## src/rtl/div_pkg.sv

```systemverilog
// Shared constants for the sequential restoring divider: FSM encoding,
// default operand width and iteration counter width.
package div_pkg;

  localparam logic [1:0] ST_IDLE = 2'd0;
  localparam logic [1:0] ST_RUN  = 2'd1;
  localparam logic [1:0] ST_DONE = 2'd2;

  localparam int DIV_WIDTH = 4;
  // Wide enough to hold WIDTH=16 as a start count.
  localparam int CNT_W     = 5;

endpackage

```

## src/rtl/div_step.sv

```systemverilog
// One restoring-division iteration: shift {A,Q} left, trial-subtract M,
// and keep the difference only when it is non-negative.
module div_step
  import div_pkg::*;
#(
  parameter int WIDTH = DIV_WIDTH
) (
  input  logic [WIDTH-1:0] a_i,
  input  logic [WIDTH-1:0] q_i,
  input  logic [WIDTH-1:0] m_i,
  output logic [WIDTH-1:0] a_o,
  output logic [WIDTH-1:0] q_o
);

  logic [WIDTH:0] shift_a;
  logic [WIDTH:0] trial;

  // A < M always holds, so the shifted A needs one extra bit but the kept
  // difference always fits back into WIDTH bits.
  assign shift_a = {a_i, q_i[WIDTH-1]};
  assign trial   = shift_a - {1'b0, m_i};

  assign a_o = trial[WIDTH] ? shift_a[WIDTH-1:0] : trial[WIDTH-1:0];
  assign q_o = {q_i[WIDTH-2:0], ~trial[WIDTH]};

endmodule

```

## src/rtl/seq_divider.sv

```systemverilog
// Sequential restoring divider, one quotient bit per clock, start/busy/done
// handshake. Define SEQ_DIVIDER_SIGNED_EN for two's-complement operands.
//
//  state   | meaning
//  IDLE    | waiting for start
//  RUN     | iterating, one quotient bit per edge
//  DONE    | one-cycle done pulse; start here is accepted back-to-back
module seq_divider
  import div_pkg::*;
#(
  parameter int WIDTH = DIV_WIDTH
) (
  input  logic             clk,
  input  logic             rst,
  input  logic             start,
  input  logic [WIDTH-1:0] dividend,
  input  logic [WIDTH-1:0] divisor,
  output logic             busy,
  output logic             done,
  output logic [WIDTH-1:0] quotient,
  output logic [WIDTH-1:0] remainder,
  output logic             div_by_zero
);

  logic [1:0]       state_q, state_d;
  logic [WIDTH-1:0] a_q, a_d;
  logic [WIDTH-1:0] q_q, q_d;
  logic [WIDTH-1:0] m_q, m_d;
  logic [CNT_W-1:0] cnt_q, cnt_d;
  logic [WIDTH-1:0] quot_q, quot_d;
  logic [WIDTH-1:0] rem_q, rem_d;
  logic             dbz_q, dbz_d;

  logic [WIDTH-1:0] step_a, step_q;
  logic [WIDTH-1:0] dvd_mag, dvs_mag;
  logic [WIDTH-1:0] quot_fix, rem_fix;

`ifdef SEQ_DIVIDER_SIGNED_EN
  logic neg_quot_q, neg_quot_d;
  logic neg_rem_q, neg_rem_d;

  // The most-negative value's magnitude still fits as an unsigned WIDTH-bit number.
  assign dvd_mag  = dividend[WIDTH-1] ? -dividend : dividend;
  assign dvs_mag  = divisor[WIDTH-1]  ? -divisor  : divisor;
  assign quot_fix = neg_quot_q ? -step_q : step_q;
  assign rem_fix  = neg_rem_q  ? -step_a : step_a;
`else
  assign dvd_mag  = dividend;
  assign dvs_mag  = divisor;
  assign quot_fix = step_q;
  assign rem_fix  = step_a;
`endif

  div_step #(.WIDTH(WIDTH)) u_step (
    .a_i (a_q),
    .q_i (q_q),
    .m_i (m_q),
    .a_o (step_a),
    .q_o (step_q)
  );

  always_comb begin
    state_d = state_q;
    a_d     = a_q;
    q_d     = q_q;
    m_d     = m_q;
    cnt_d   = cnt_q;
    quot_d  = quot_q;
    rem_d   = rem_q;
    dbz_d   = dbz_q;
`ifdef SEQ_DIVIDER_SIGNED_EN
    neg_quot_d = neg_quot_q;
    neg_rem_d  = neg_rem_q;
`endif
    case (state_q)
      ST_RUN: begin
        a_d   = step_a;
        q_d   = step_q;
        cnt_d = cnt_q - CNT_W'(1);
        if (cnt_q == CNT_W'(1)) begin
          state_d = ST_DONE;
          quot_d  = quot_fix;
          rem_d   = rem_fix;
        end
      end
      default: begin
        state_d = ST_IDLE;
        if (start) begin
          m_d   = dvs_mag;
          q_d   = dvd_mag;
          a_d   = '0;
          cnt_d = CNT_W'(WIDTH);
          dbz_d = (divisor == '0);
`ifdef SEQ_DIVIDER_SIGNED_EN
          neg_quot_d = dividend[WIDTH-1] ^ divisor[WIDTH-1];
          neg_rem_d  = dividend[WIDTH-1];
`endif
          if (divisor == '0) begin
            state_d = ST_DONE;
            quot_d  = '1;
            rem_d   = dividend;
          end else begin
            state_d = ST_RUN;
          end
        end
      end
    endcase
  end

  always_ff @(posedge clk) begin
    if (rst) begin
      state_q <= ST_IDLE;
      a_q     <= '0;
      q_q     <= '0;
      m_q     <= '0;
      cnt_q   <= '0;
      quot_q  <= '0;
      rem_q   <= '0;
      dbz_q   <= 1'b0;
`ifdef SEQ_DIVIDER_SIGNED_EN
      neg_quot_q <= 1'b0;
      neg_rem_q  <= 1'b0;
`endif
    end else begin
      state_q <= state_d;
      a_q     <= a_d;
      q_q     <= q_d;
      m_q     <= m_d;
      cnt_q   <= cnt_d;
      quot_q  <= quot_d;
      rem_q   <= rem_d;
      dbz_q   <= dbz_d;
`ifdef SEQ_DIVIDER_SIGNED_EN
      neg_quot_q <= neg_quot_d;
      neg_rem_q  <= neg_rem_d;
`endif
    end
  end

  assign busy        = (state_q == ST_RUN);
  assign done        = (state_q == ST_DONE);
  assign quotient    = quot_q;
  assign remainder   = rem_q;
  assign div_by_zero = dbz_q;

endmodule

```

## config.mk

```make
export PLATFORM = sky130hd
export DESIGN_NAME = seq_divider
export DESIGN_NICKNAME = d
export VERILOG_FILES = /design/src/rtl/div_pkg.sv /design/src/rtl/div_step.sv /design/src/rtl/seq_divider.sv
export SDC_FILE = /design/constraint.sdc
export NUM_CORES = 1
export LEC_CHECK = 0
export ABC_AREA = 1
export CAP_MARGIN = 25
export CORE_MARGIN = 2
export CORE_UTILIZATION = 53
export DETAILED_ROUTE_END_ITERATION = 8
export PLACE_DENSITY = 0.87
export SLEW_MARGIN = 30
export SYNTH_ARGS = -nofsm -noshare
export SYNTH_HDL_FRONTEND = slang
export SYNTH_SLANG_ARGS = --single-unit
```

## constraint.sdc

```tcl
create_clock -name clk -period 2.2 [get_ports clk]
set_input_delay 0.22 -clock clk [delete_from_list [all_inputs] [get_ports clk]]
set_output_delay 0.22 -clock clk [all_outputs]
set_load 0.1 [all_outputs]
```

==> run_results.csv <==
group,metric,value,unit
route,wl_met1,1330,um
floorplan,die_h,56.6,um
clock_tree,clk_pin_slew,0.14,ns
layout,post_route_cells_drive_above_1_share,10.6,%
layout,fin_nets,254,
pwr,peakVddDrop,0.546,mV
timing,grt_setup_unrepaired,"false",
synth,synth_seq_area_share,38.3,%
timing,tns,0,ns
route,vias,1380,
place,dp_hpwl,2130,um
route,postRouteAntennaNets,0,
run_status,status,"finished clean",
critical_path,reg2reg_slack,0.30,ns
global_route,first_global_vias,1283,
timing,final_hold_viol_count,0,
timing,tightest_slew,0.483,ns
critical_path,crit_path_end_kind,"flip-flop",
critical_path,crit_arrival,2.18,ns
place,gp_congestion,0.777,
clock_tree,cts_buffers,3,
floorplan,start_util,54.5,%
floorplan,die_width,56.6,um
global_route,track_usage,19.6,%
timing,fmax,527,MHz
route,dr_wl_met3,107,um
route,highest_layer,"met4",
critical_path,required,2.48,ns
place,port_buffers,21,
worst_hold_path,hold_class,"reg -> reg",
layout,n_antenna_cell,0,
timing,setup_violations,0,
route,wl_per_cell,10.5,um
route,via_per_inst,5.19,
route,wl_met2,1330,um
critical_path,startpoint_type,"flip-flop",
route,wl,2800,um
critical_path,path_class,"reg -> reg",
floorplan,core,2690,um2
clock_tree,cts_tree,"done",
layout,final_cell_mix,"40 x inv_1, 32 x nand2_1, 28 x dfxtp_1",
synth,synth_area_leaders,"dfxtp_1 38%, inv_1 10%, nand3_1 8.2%",
synth,synth_area,1460,um2
clock_tree,cts_setup_buffers,0,
clock_tree,cts_hold_buffers,0,
synth,ys_warn_count,0,
timing,drv_slew,0,
clock_tree,cts_resized,0,
timing,relSlewSlack,67.7,%
clock_tree,htreeDepth,1,
global_route,grt_max_degree,20,
timing,period_minus_slack,1.90,ns
synth,synth_top_area_share,38.3,%
clock_tree,cts_root_buf,"clkbuf_4",
synth,synth_seq_cells,28,
global_route,overflow,0,
layout,final_common_cell,"inv_1",
layout,syn2layout_area_growth,17.4,%
synth,synthCells,213,
floorplan,io_pins,22,
synth,syn_nets,231,
floorplan,dieArea,3200,um2
pwr,p_leak,0.861,nW
critical_path,crit_fanout,6,
route,dr.first_iter.drc_count,30,
global_route,antenna_found_initial,0,
timing,fin_skew,0.00314,ns
layout,finalNonFillerCells,266,
route,drc_errors,0,
synth,ys_types,22,
clock_tree,clock_sinks,28,
layout,fillers,238,
pwr,powerDensity,677,nW/um2
clock_tree,cts_buffer_depth,2,
clock_tree,clkLatencyLatePin,0.32,ns
global_route,grt_pass1_wl,5150,um
synth,syn_area_per_cell,6.87,um2
floorplan,rows,19,
route,first_pass_iters,6,
synth,synth_top_area_cell,"dfxtp_1",
job,cap_violations,0,
place,dp.cells,262,
timing,post-route-period-util,86.3,%
[Yosys cell counts, drive strengths merged]
cell type,number
or2,1
a21oi,20
nor2,23
fa,1
xnor2,1
nand4,1
o21a,1
ha,6
and2,1
nand2,34
buf,5
inv,42
a31oi,2
nand3,25
o21ai,22
dfxtp,28
[power by group]
part | internal [mW] | total [mW] | switching, mW | leakage, nW
Sequential | 0.545 | 0.569 | 0.0233 | 0.229
Combinational | 0.113 | 0.345 | 0.231 | 0.610
Clock | 0.101 | 0.249 | 0.148 | 0.0210
Total | 0.760 | 1.16 | 0.403 | 0.861
[layer usage]
metal	vias up	track usage, %
li1	723	-
met1	612	25.7
met2	40	32.4
met3	5	2.30
met4	0	8.50
met5	-	0
[kinds of logic after synthesis]
kind of cell               count (synthesis)  synth area share (%)
AOI/OAI and AO/OA                         45                  15.7
and+or+nand+nor                           85                  26.0
xor gates and xnor gates                   1                 0.598
buffers and inverters                     47                  12.9
adders and majority gates                  7                  6.50
DFF                                       28                  38.3
[cell type report]
cell class              instances  area, um2  area share, %
well taps                      31       38.8           2.26
multi-input cells             138        714           41.6
inverters                      42        158           9.18
repair buffers                 23        210           12.2
clock buffers                   4       36.3           2.11
flip-flops and latches         28        561           32.6
[stage by stage]
stage,area [um2],total power [mW],setup WS [ns],hold WS (ns),utilization [%]
2_1_floorplan,1460,0.841,0.325,0.355,-
3_3_place_gp,1680,0.917,0.423,0.452,62.6
3_5_place_dp,1680,0.922,0.371,0.455,62.6
4_1_cts,1720,1.17,0.320,0.475,63.9
5_1_grt,1720,1.24,0.165,0.504,63.9
6_report,1720,1.16,0.301,0.479,63.9
[sequential cells by signal, indices dropped and copies added (netlist names)]
register	cells
div_by_zero	1
state_q	2
q_q	4
quotient	4
cnt_q	5
m_q	4
remainder	4
a_q	4
[worst max-delay path, cell delays in order, from the launching register on]
cell and delay, ns:
dfxtp_1 0.38, inv_1 0.05, ha_1 0.21, fa_1 0.41
inv_1 0.09, nand2_1 0.05, nand2_1 0.08, nand3_1 0.07
nand2_1 0.17, nand3_1 0.12, nand3_1 0.11, nand2_1 0.05
inv_1 0.06
[final timing paths]
| check | start | end | cells after the start |
|---|---|---|---|
| setup / recovery | q_q[3] | a_q[0] | 12 |
| setup reg to reg | q_q[3] | a_q[0] | 12 |
| hold / removal | m_q[2] | m_q[2] | 2 |
| hold reg to reg | m_q[2] | m_q[2] | 2 |
Note: power is estimated with default switching activity, not from simulation.
